**config.mk**
```make
export PLATFORM = sky130hd
export DESIGN_NAME = fetch_unit
export DESIGN_NICKNAME = d
export VERILOG_FILES = /design/src/rtl/fetch_unit.sv
export SDC_FILE = /design/constraint.sdc
export NUM_CORES = 1
export LEC_CHECK = 0
export BUFFER_PORTS_ARGS = -buffer_cell sky130_fd_sc_hd__clkbuf_2
export CORE_ASPECT_RATIO = 1.5
export CORE_MARGIN = 1.5
export CORE_UTILIZATION = 52
export DETAILED_ROUTE_END_ITERATION = 8
export HOLD_SLACK_MARGIN = 0.1
export PLACE_DENSITY = 0.76
export SYNTH_ARGS = -nofsm -noshare
export SYNTH_HDL_FRONTEND = slang
export SYNTH_SLANG_ARGS = --single-unit
export TNS_END_PERCENT = 5
```
**constraint.sdc**
```tcl
create_clock -name clk -period 3 [get_ports clk]
set_clock_uncertainty 0.1 [all_clocks]
set_input_delay 0.45 -clock clk [delete_from_list [all_inputs] [get_ports clk]]
set_output_delay 0.45 -clock clk [all_outputs]
set_load 0.01 [all_outputs]
```
**src/rtl/fetch_unit.sv**
```systemverilog
// Instruction fetch: owns the PC, issues in-order imem word requests, buffers {pc, instr} for decode
// and redirects on taken branches, discarding wrong-path work. Define FETCH_PERF_EN for perf counters.
module fetch_unit #(
    parameter int                   CPU_WIDTH       = 32,
    parameter logic [CPU_WIDTH-1:0] RESET_PC        = 32'h0000_0000,
    parameter int                   FIFO_DEPTH      = 4,
    parameter int                   MAX_OUTSTANDING = 2
) (
    input  logic                 clk,
    input  logic                 rst,
    output logic                 imem_req_valid,
    input  logic                 imem_req_ready,
    output logic [CPU_WIDTH-1:0] imem_req_addr,
    input  logic                 imem_rsp_valid,
    input  logic [CPU_WIDTH-1:0] imem_rsp_data,
    input  logic                 branch_valid,
    input  logic [CPU_WIDTH-1:0] branch_pc,
    input  logic [CPU_WIDTH-1:0] branch_offset,
    output logic                 instr_valid,
    input  logic                 instr_ready,
    output logic [CPU_WIDTH-1:0] instr,
    output logic [CPU_WIDTH-1:0] instr_pc,
    output logic                 redirect_misaligned
`ifdef FETCH_PERF_EN
    ,
    output logic [31:0]          perf_redirects,
    output logic [31:0]          perf_starve
`endif
);

    localparam int PTR_W = (FIFO_DEPTH > 1) ? $clog2(FIFO_DEPTH) : 1;
    localparam int CNT_W = $clog2(FIFO_DEPTH + MAX_OUTSTANDING + 1);
    localparam logic [CNT_W-1:0] DEPTH_C = CNT_W'(FIFO_DEPTH);
    localparam logic [CNT_W-1:0] MAXO_C  = CNT_W'(MAX_OUTSTANDING);
    localparam logic [CPU_WIDTH-1:0] WORD_C = CPU_WIDTH'(4);

    logic [CPU_WIDTH-1:0] r_fetch_pc;
    logic [CPU_WIDTH-1:0] r_resp_pc;
    logic [CNT_W-1:0]     r_outstanding;
    logic [CNT_W-1:0]     r_drop_cnt;
    logic [CNT_W-1:0]     r_count;
    logic [PTR_W-1:0]     r_wr_ptr;
    logic [PTR_W-1:0]     r_rd_ptr;
    logic                 r_misaligned;
    logic [CPU_WIDTH-1:0] r_mem_data [FIFO_DEPTH];
    logic [CPU_WIDTH-1:0] r_mem_pc   [FIFO_DEPTH];

    logic                 w_req_fire;
    logic                 w_rsp_fire;
    logic                 w_drop;
    logic                 w_push;
    logic                 w_pop;
    logic                 w_full;
    logic [CPU_WIDTH-1:0] w_target_raw;
    logic [CPU_WIDTH-1:0] w_target;

    // Credits cover both in-flight requests and buffered entries, so a response always has a slot.
    assign imem_req_valid = !rst && (r_outstanding < MAXO_C) && ((r_count + r_outstanding) < DEPTH_C);
    assign imem_req_addr  = r_fetch_pc;

    assign w_req_fire   = imem_req_valid && imem_req_ready;
    assign w_rsp_fire   = imem_rsp_valid;
    assign w_drop       = w_rsp_fire && (r_drop_cnt != '0);
    assign w_push       = w_rsp_fire && !w_drop && !branch_valid;
    assign w_pop        = instr_valid && instr_ready;
    assign w_full       = (r_count == DEPTH_C);
    assign w_target_raw = branch_pc + branch_offset;
    assign w_target     = {w_target_raw[CPU_WIDTH-1:2], 2'b00};

    assign instr_valid         = (r_count != '0);
    assign instr               = r_mem_data[r_rd_ptr];
    assign instr_pc            = r_mem_pc[r_rd_ptr];
    assign redirect_misaligned = r_misaligned;

    always_ff @(posedge clk) begin
        if (w_push) begin
            r_mem_data[r_wr_ptr] <= imem_rsp_data;
            r_mem_pc[r_wr_ptr]   <= r_resp_pc;
        end
    end

    always_ff @(posedge clk) begin
        if (rst) begin
            r_fetch_pc    <= RESET_PC;
            r_resp_pc     <= RESET_PC;
            r_outstanding <= '0;
            r_drop_cnt    <= '0;
            r_count       <= '0;
            r_wr_ptr      <= '0;
            r_rd_ptr      <= '0;
            r_misaligned  <= 1'b0;
        end else begin
            r_outstanding <= r_outstanding + CNT_W'(w_req_fire) - CNT_W'(w_rsp_fire);
            r_misaligned  <= branch_valid && (w_target_raw[1:0] != 2'b00);
            if (branch_valid) begin
                // Everything still in flight after this edge belongs to the wrong path.
                r_fetch_pc <= w_target;
                r_resp_pc  <= w_target;
                r_drop_cnt <= r_outstanding + CNT_W'(w_req_fire) - CNT_W'(w_rsp_fire);
                r_count    <= '0;
                r_wr_ptr   <= '0;
                r_rd_ptr   <= '0;
            end else begin
                if (w_req_fire) begin
                    r_fetch_pc <= r_fetch_pc + WORD_C;
                end
                if (w_drop) begin
                    r_drop_cnt <= r_drop_cnt - CNT_W'(1);
                end
                if (w_push) begin
                    r_wr_ptr  <= r_wr_ptr + PTR_W'(1);
                    r_resp_pc <= r_resp_pc + WORD_C;
                end
                if (w_pop) begin
                    r_rd_ptr <= r_rd_ptr + PTR_W'(1);
                end
                r_count <= r_count + CNT_W'(w_push) - CNT_W'(w_pop);
            end
        end
    end

    a_no_overflow: assert property (@(posedge clk) disable iff (rst) !(w_push && w_full && !w_pop));

`ifdef FETCH_PERF_EN
    logic [31:0] r_perf_redirects;
    logic [31:0] r_perf_starve;

    always_ff @(posedge clk) begin
        if (rst) begin
            r_perf_redirects <= '0;
            r_perf_starve    <= '0;
        end else begin
            if (branch_valid && (r_perf_redirects != 32'hFFFF_FFFF)) begin
                r_perf_redirects <= r_perf_redirects + 32'd1;
            end
            if (!instr_valid && instr_ready && (r_perf_starve != 32'hFFFF_FFFF)) begin
                r_perf_starve <= r_perf_starve + 32'd1;
            end
        end
    end

    assign perf_redirects = r_perf_redirects;
    assign perf_starve    = r_perf_starve;
`endif

endmodule

```
==> summary.txt, run 1 <==
Run status
  • Status: completed

Power and ir drop
  • Power Dens Cells: 597 nW/µm²
  • Clock Power Share: 0.347
  • Sw frac: 0.247
  • Seq pwr share: 0.496
  • Peak supply drop: 315 µV
  • Pint: 8.05 mW
  • Logic pwr share: 0.157
  • Pleak: 6.64 nW
  • P_sw: 2.64 mW

Placed design
  • GPL Wtd Cong: 0.917
  • DP Wirelength: 23100 µm
  • Setup WS pre-CTS: -0.0849 ns
  • IO buf count: 196
  • Placed insts: 1630

Timing
  • RSZ-0062 raised after global routing: false
  • Post-route setup slack: 0.152 ns
  • Worst Tran Pin Value: 0.607 ns
  • Final setup viols: 0
  • Final Hold Viols: 0
  • Slew headroom: 0.593
  • Tmin final: 2.85 ns
  • Max Fclk: 351 MHz
  • Hold slack final: 0.157 ns
  • Max Slew Vio Count: 0
  • Period Utilization, post-route: 0.949

Critical path
  • CP peak stage delay: 0.56 ns
  • CP Class: flip-flop to flip-flop
  • Crit path top cell by count: ha_1
  • R2R setup slack: 0.15 ns
  • Critical-path cell list: ha_1, a31oi_2, or4_4, nand2_4, inv_4, ha_1, inv_1, ha_1, fa_2, xor2_1, a211oi_1
  • Arr. time, crit path: 3.21 ns
  • Crit path max fanout: 9
  • Critical Path Sink: r_drop_cnt[2]$_SDFFE_PP0P_
  • Crit. Startpoint: r_count[1]$_SDFF_PP0_
  • CP Launch Type: flip-flop
  • Crit end category: flip-flop
  • Slowest CP cell: or4_4
  • Worst EP required: 3.36 ns
  • R2R depth: 11
  • Worst flop-to-flop path startpoint: r_count[1]$_SDFF_PP0_
  • R2r endpoint: r_drop_cnt[2]$_SDFFE_PP0P_

Flow run
  • Max cap viols: 0

Yosys
  • Synth top area cells: edfxtp_1 (50%), dfxtp_1 (10%), mux4_2 (9.4%), ha_1 (3.8%), xnor2_1 (2.4%)
  • Post-synthesis cell count: 1077
  • Most numerous cell in the Yosys netlist: edfxtp_1
  • Mean Syn Cell Area: 13.8 µm²
  • Yosys cell types: 77
  • EDFF count, synth: 248
  • Synth top area share: 0.502
  • Sequential fraction of the synthesis area: 0.604
  • Ys flop type: edfxtp_1
  • Cell taking the most area after synthesis: edfxtp_1
  • Top post-synthesis cells by count: edfxtp_1 (248), nand2_1 (79), dfxtp_1 (76)
  • Post-synthesis cell area: 14800 µm²
  • Synth warn: 0
  • Ys async rst share: 0
  • Synth Register Bits: 324

Floorplanning
  • I/O pins: 201
  • Die area: 29600 µm²
  • Initial Util: 0.529
  • Die Ht: 210 µm
  • Core Area: 28100 µm²
  • Die Wd: 141 µm
  • Row count: 75

Global route
  • Grt ovf: 0
  • Vias in the first global route: 10200
  • Initial antenna violation count: 0
  • GRT Total Usage: 0.220
  • Global-route wire length before repair: 51100 µm
  • Largest net degree at the start of global routing: 63

Route
  • WL met1: 13000 µm
  • Uppermost layer routed: met4
  • Detailed-route via count: 9835
  • DRC: 0
  • 1st-iter DRT viols: 430
  • Met2 WL: 17000 µm
  • Final WL: 32400 µm
  • DRT Pass-1 Iters: 7
  • Met3 WL: 1160 µm
  • Vias/cell: 5.74
  • Routed wire per std cell: 18.9 µm
  • Post-route ant nets: 0

Final layout
  • Fraction of layout instances using a drive strength above 1: 0.286
  • Filler cells: 2103
  • Final #Nets: 1496
  • Fin cells: 1712
  • # diodes: 0
  • Area growth syn-to-layout: 20.6%

Clocking
  • Clk_lat worst skew: 0.54 ns
  • Root buffer cell: clkbuf_16
  • H-Tree Depth: 1
  • CTS clk-pin slew, worst paths: 0.07 ns
  • Number of CTS-inserted buffers: 27
  • CTS Buffer Depth: 3
  • CTS Sinks: 324
  • CTS tree: yes

Hold path
  • Hold WC Path Type: input port to flip-flop
## critical path, delay by kind of cell (launching register included)
| family | cells | cell delay (ns) |
|---|---|---|
| AOI/OAI and AO/OA | 2 | 0.31 |
| xor gates and xnor gates | 1 | 0.18 |
| adders and majority gates | 4 | 1.07 |
| buffers and inverters | 2 | 0.11 |
| DFF | 1 | 0.34 |
| and+or+nand+nor | 2 | 0.65 |
## area by class of cell
class	instances	area [µm²]	area share
clock buffers	32	694	0.0388
clock inverters	17	245	0.0137
inverters	25	96.3	0.00538
flip-flops and latches	324	8970	0.502
well taps	346	433	0.0242
multi-input cells	678	5580	0.312
repair buffers	290	1870	0.104
## worst min-delay path by stage
stage	from	endpoint	cells past startpoint	slack, ns
2_1_floorplan	r_resp_pc[22]$_SDFFE_PP0P_	r_mem_pc[0][22]$_DFFE_PP_	0	0.38
4_1_cts	branch_offset[0]	redirect_misaligned$_SDFF_PP0_	4	0.13
3_5_place_dp	r_rd_ptr[1]$_SDFFE_PP0P_	flip-flop	2	0.41
6_report	branch_offset[0]	redirect_misaligned$_SDFF_PP0_	4	0.16
3_3_place_gp	r_rd_ptr[1]$_SDFFE_PP0P_	flip-flop	2	0.40
5_1_grt	branch_offset[0]	redirect_misaligned$_SDFF_PP0_	4	0.15
## flip-flops by register name, indices dropped and copies added, names as in the netlist, named ones only
signal	count
r_rd_ptr	2
r_count	3
r_mem_pc	120
r_resp_pc	30
redirect_misaligned	1
imem_req_addr	30
r_wr_ptr	2
r_mem_data	128
r_drop_cnt	3
r_outstanding	3
## metal layers
layer / GRT usage / vias to the layer above
li1: - / 4682
met1: 0.259 / 4817
met2: 0.407 / 262
met3: 0.0192 / 74
met4: 0.0952 / 0
met5: 0 / -
## power groups by stage
stage               clock network, mW  logic [mW]  registers (mW)
finish                           3.71        1.68            5.30
global route                     3.92        1.85            5.33
CTS                              3.77        1.68            5.30
detailed placement                  0        1.63            5.40
global placement                    0        1.61            5.38
floorplan                           0        1.03            5.36
## cell families after synthesis
family | Yosys count | synth area share
buffers and inverters | 78 | 0.0215
xor gates and xnor gates | 78 | 0.0460
and+or+nand+nor | 286 | 0.0964
AOI/OAI and AO/OA | 197 | 0.0934
DFF | 324 | 0.604
muxes | 65 | 0.0961
other | 1 | 0.000253
adders and majority gates | 48 | 0.0420
## metrics by stage
step | power (mW) | utilization | setup TNS [ns] | area (µm²)
after detailed placement | 7.03 | 0.592 | -0.225 | 16600
after CTS | 10.7 | 0.637 | 0 | 17900
after global routing | 11.1 | 0.638 | 0 | 17900
after global placement | 6.99 | 0.592 | -0.0394 | 16600
final | 10.7 | 0.638 | 0 | 17900
after floorplan | 6.39 | - | -25.84 | 14900
## layout by cell type (no fill, tap or decap), types with 6 or more instances in the layout
master	n
a211oi_1	28
a21o_1	15
nand3_1	33
or3_1	6
o211ai_1	7
and3_1	19
o21a_1	7
mux4_2	62
dlygate4sd3_1	32
dfxtp_1	73
edfxtp_1	248
buf_12	8
a21boi_0	9
and4_1	6
a31oi_1	6
nor3_1	17
bufinv_16	6
buf_4	54
xor2_1	37
a21oi_1	53
ha_1	45
xnor2_1	41
nand2_1	79
and2_1	11
nor2_1	65
o21ai_0	19
inv_1	23
clkbuf_16	27
clkbuf_2	196
nand4_1	20
## timing repair
item                                    in CTS  in global routing
hold buffers                                32                  0
endpoints found under the setup margin       0                  3
resized for setup                            0                  5
hold endpoints to repair                   128                  0
setup buffers                                0                  1
No activity file was read; power rests on OpenSTA's default activity.
==> inputs of run 2 (changes only) <==
--- a/config.mk
+++ b/config.mk
@@ -9,6 +9,7 @@
 export CORE_ASPECT_RATIO = 1.5
 export CORE_MARGIN = 1.5
 export CORE_UTILIZATION = 52
+export CTS_BUF_LIST = sky130_fd_sc_hd__clkbuf_4 sky130_fd_sc_hd__clkbuf_8 sky130_fd_sc_hd__clkbuf_16
 export DETAILED_ROUTE_END_ITERATION = 8
 export HOLD_SLACK_MARGIN = 0.1
 export PLACE_DENSITY = 0.76
==> summary.txt, run 2 (synthesized netlist as in run 1, its figures left out) <==
Final layout
  • Fin cells: 1712 (unchanged)
  • Commonest non-fill, non-tap cells in the layout: edfxtp_1 (248), clkbuf_2 (196), nand2_1 (79)
  • Fraction of layout instances using a drive strength above 1: 0.289 (+0.00366)
  • Area growth syn-to-layout: 20.7%
  • Most common cell after layout, fill and taps aside: edfxtp_1
  • Final #Nets: 1496 (unchanged)
  • Largest registers: r_mem_data: 128 flops, r_mem_pc: 120 flops
  • # diodes: 0 (unchanged)
  • Final instance area: 17900 µm² (+0.11%)
  • Max reg flops: 128 (unchanged)
  • Top reg by flops: r_mem_data

Timing
  • Post-route setup slack: 0.150 ns (-0.00201 ns)
  • Final Hold Viols: 0 (unchanged)
  • Period Utilization, post-route: 0.950 (about the same)
  • Final setup viols: 0 (unchanged)
  • Tmin final: 2.85 ns (+0.00201 ns)
  • Worst Tran Pin Value: 0.612 ns (+0.00537 ns)
  • Hold slack final: 0.156 ns (-0.000832 ns)
  • Max Fclk: 351 MHz (about the same)
  • Max Slew Vio Count: 0 (unchanged)
  • Slew headroom: 0.589 (-0.00361)
  • RSZ-0062 raised after global routing: false

Route
  • Detailed-route via count: 9854 (+0.19%)
  • Vias/cell: 5.76 (+0.19%)
  • 1st-iter DRT viols: 458 (+6.5%)
  • DRT Pass-1 Iters: 5 (-2)
  • Final WL: 32400 µm (+0.15%)
  • Routed wire per std cell: 18.9 µm (+0.15%)
  • DRC: 0 (unchanged)
  • Post-route ant nets: 0 (unchanged)

Clocking
  • CTS clk-pin slew, worst paths: 0.07 ns (about the same)
  • CTS Sinks: 324 (unchanged)
  • CTS Buffer Depth: 3 (unchanged)
  • H-Tree Depth: 1 (unchanged)
  • Clk_lat worst skew: 0.54 ns (about the same)
  • Number of CTS-inserted buffers: 27 (unchanged)
  • CTS tree: yes
  • Root buffer cell: clkbuf_16

Global route
  • Grt ovf: 0 (unchanged)
  • Global-route wire length before repair: 51100 µm (unchanged)
  • GRT Total Usage: 0.220 (unchanged)
  • Initial antenna violation count: 0 (unchanged)
  • Largest net degree at the start of global routing: 63 (unchanged)
  • Vias in the first global route: 10200 (+0.069%)

Power and ir drop
  • Pleak: 6.66 nW (+0.26%)
  • Clock Power Share: 0.349 (+0.002)
  • Sw frac: 0.246 (-0.00116)
  • Peak supply drop: 317 µV (+0.72%)
  • Pint: 8.09 mW (+0.56%)
  • P_sw: 2.64 mW (about the same)
  • Seq pwr share: 0.494 (-0.002)
  • Total power: 10.7 mW (+0.41%)
  • Logic pwr share: 0.157 (about the same)
  • Power Dens Cells: 599 nW/µm² (+0.30%)

Floorplanning
  • Die Wd: 141 µm (unchanged)
  • Initial Util: 0.529 (unchanged)
  • Row count: 75 (unchanged)
  • Die Ht: 210 µm (unchanged)
  • Die area: 29600 µm² (unchanged)
  • I/O pins: 201 (unchanged)
  • Core Area: 28100 µm² (unchanged)

Placed design
  • Setup WS pre-CTS: -0.0849 ns (unchanged)
  • GPL Wtd Cong: 0.917 (unchanged)
  • Placed insts: 1630 (unchanged)
  • IO buf count: 196 (unchanged)
  • DP Wirelength: 23100 µm (unchanged)
  • Area post-placement: 16600 µm² (unchanged)

Hold path
  • Hold WC Path Type: input port to flip-flop

Critical path
  • Worst EP required: 3.36 ns (about the same)
  • Arr. time, crit path: 3.21 ns (about the same)
  • Crit path max fanout: 9 (unchanged)
  • Slowest CP cell: or4_4
  • CP peak stage delay: 0.57 ns (about the same)
  • Crit end category: flip-flop
  • CP Class: flip-flop to flip-flop
  • Critical-path cell list: ha_1, a31oi_2, or4_4, nand2_4, inv_4, ha_1, inv_1, ha_1, fa_2, xor2_1, a211oi_1
  • CP Launch Type: flip-flop
  • Crit path top cell by count: ha_1

Flow run
  • Max cap viols: 0 (unchanged)

Run status
  • Status: completed
-- run 2: what timing repair did --
item                                   CTS  global route
hold buffers                            32             0
setup endpoints to repair                0             3
setup buffers                            0             1
gates resized for setup                  0             5
endpoints found under the hold margin  128             0
-- run 2: worst max-delay path, delay by kind of cell (launching register included) --
kind / cells / cell delay, ns
compound gates: 2 / 0.31
flops: 1 / 0.34
buf+inv: 2 / 0.11
xor+xnor: 1 / 0.18
simple gates: 2 / 0.66
fa+ha+maj: 4 / 1.07
-- run 2: final timing paths --
| kind | from | endpoint | slack, ns | cells past startpoint |
|---|---|---|---|---|
| worst min register to register | r_resp_pc[22]$_SDFFE_PP0P_ | r_mem_pc[2][22]$_DFFE_PP_ | 0.44 | 0 |
| worst max register to register | r_count[1]$_SDFF_PP0_ | r_drop_cnt[2]$_SDFFE_PP0P_ | 0.15 | 11 |
| worst min-delay path | branch_offset[0] | redirect_misaligned$_SDFF_PP0_ | 0.16 | 4 |
| worst max-delay path | r_count[1]$_SDFF_PP0_ | r_drop_cnt[2]$_SDFFE_PP0P_ | 0.15 | 11 |
-- run 2: power groups by stage --
stage               Sequential [mW]  Combinational (mW)  Clock (mW)
floorplan                      5.36                1.03           0
global placement               5.38                1.61           0
finish                         5.30                1.68        3.75
CTS                            5.30                1.68        3.82
detailed placement             5.40                1.63           0
global route                   5.33                1.85        3.96
-- run 2: cell type report --
class	instances	area, µm²
inverters	25	96.3
repair buffers	290	1870
clock inverters	17	245
fillers	2102	10100
well taps	346	433
flip-flops and latches	324	8970
multi-input cells	678	5580
clock buffers	32	713
-- run 2: layer usage --
| metal | wire [µm] | vias to the layer above | GRT usage |
|---|---|---|---|
| met2 | 17000 | 274 | 0.407 |
| met3 | 1180 | 71 | 0.0196 |
| met5 | 0 | - | 0 |
| met4 | 1200 | 0 | 0.0955 |
| li1 | - | 4679 | - |
| met1 | 13100 | 4830 | 0.259 |
-- run 2: through the flow --
stage                     setup TNS [ns]   util
final                                  0  0.638
after global routing                   0  0.638
after CTS                              0  0.638
after detailed placement          -0.225  0.592
after global placement           -0.0394  0.592
after floorplan                   -25.84      -
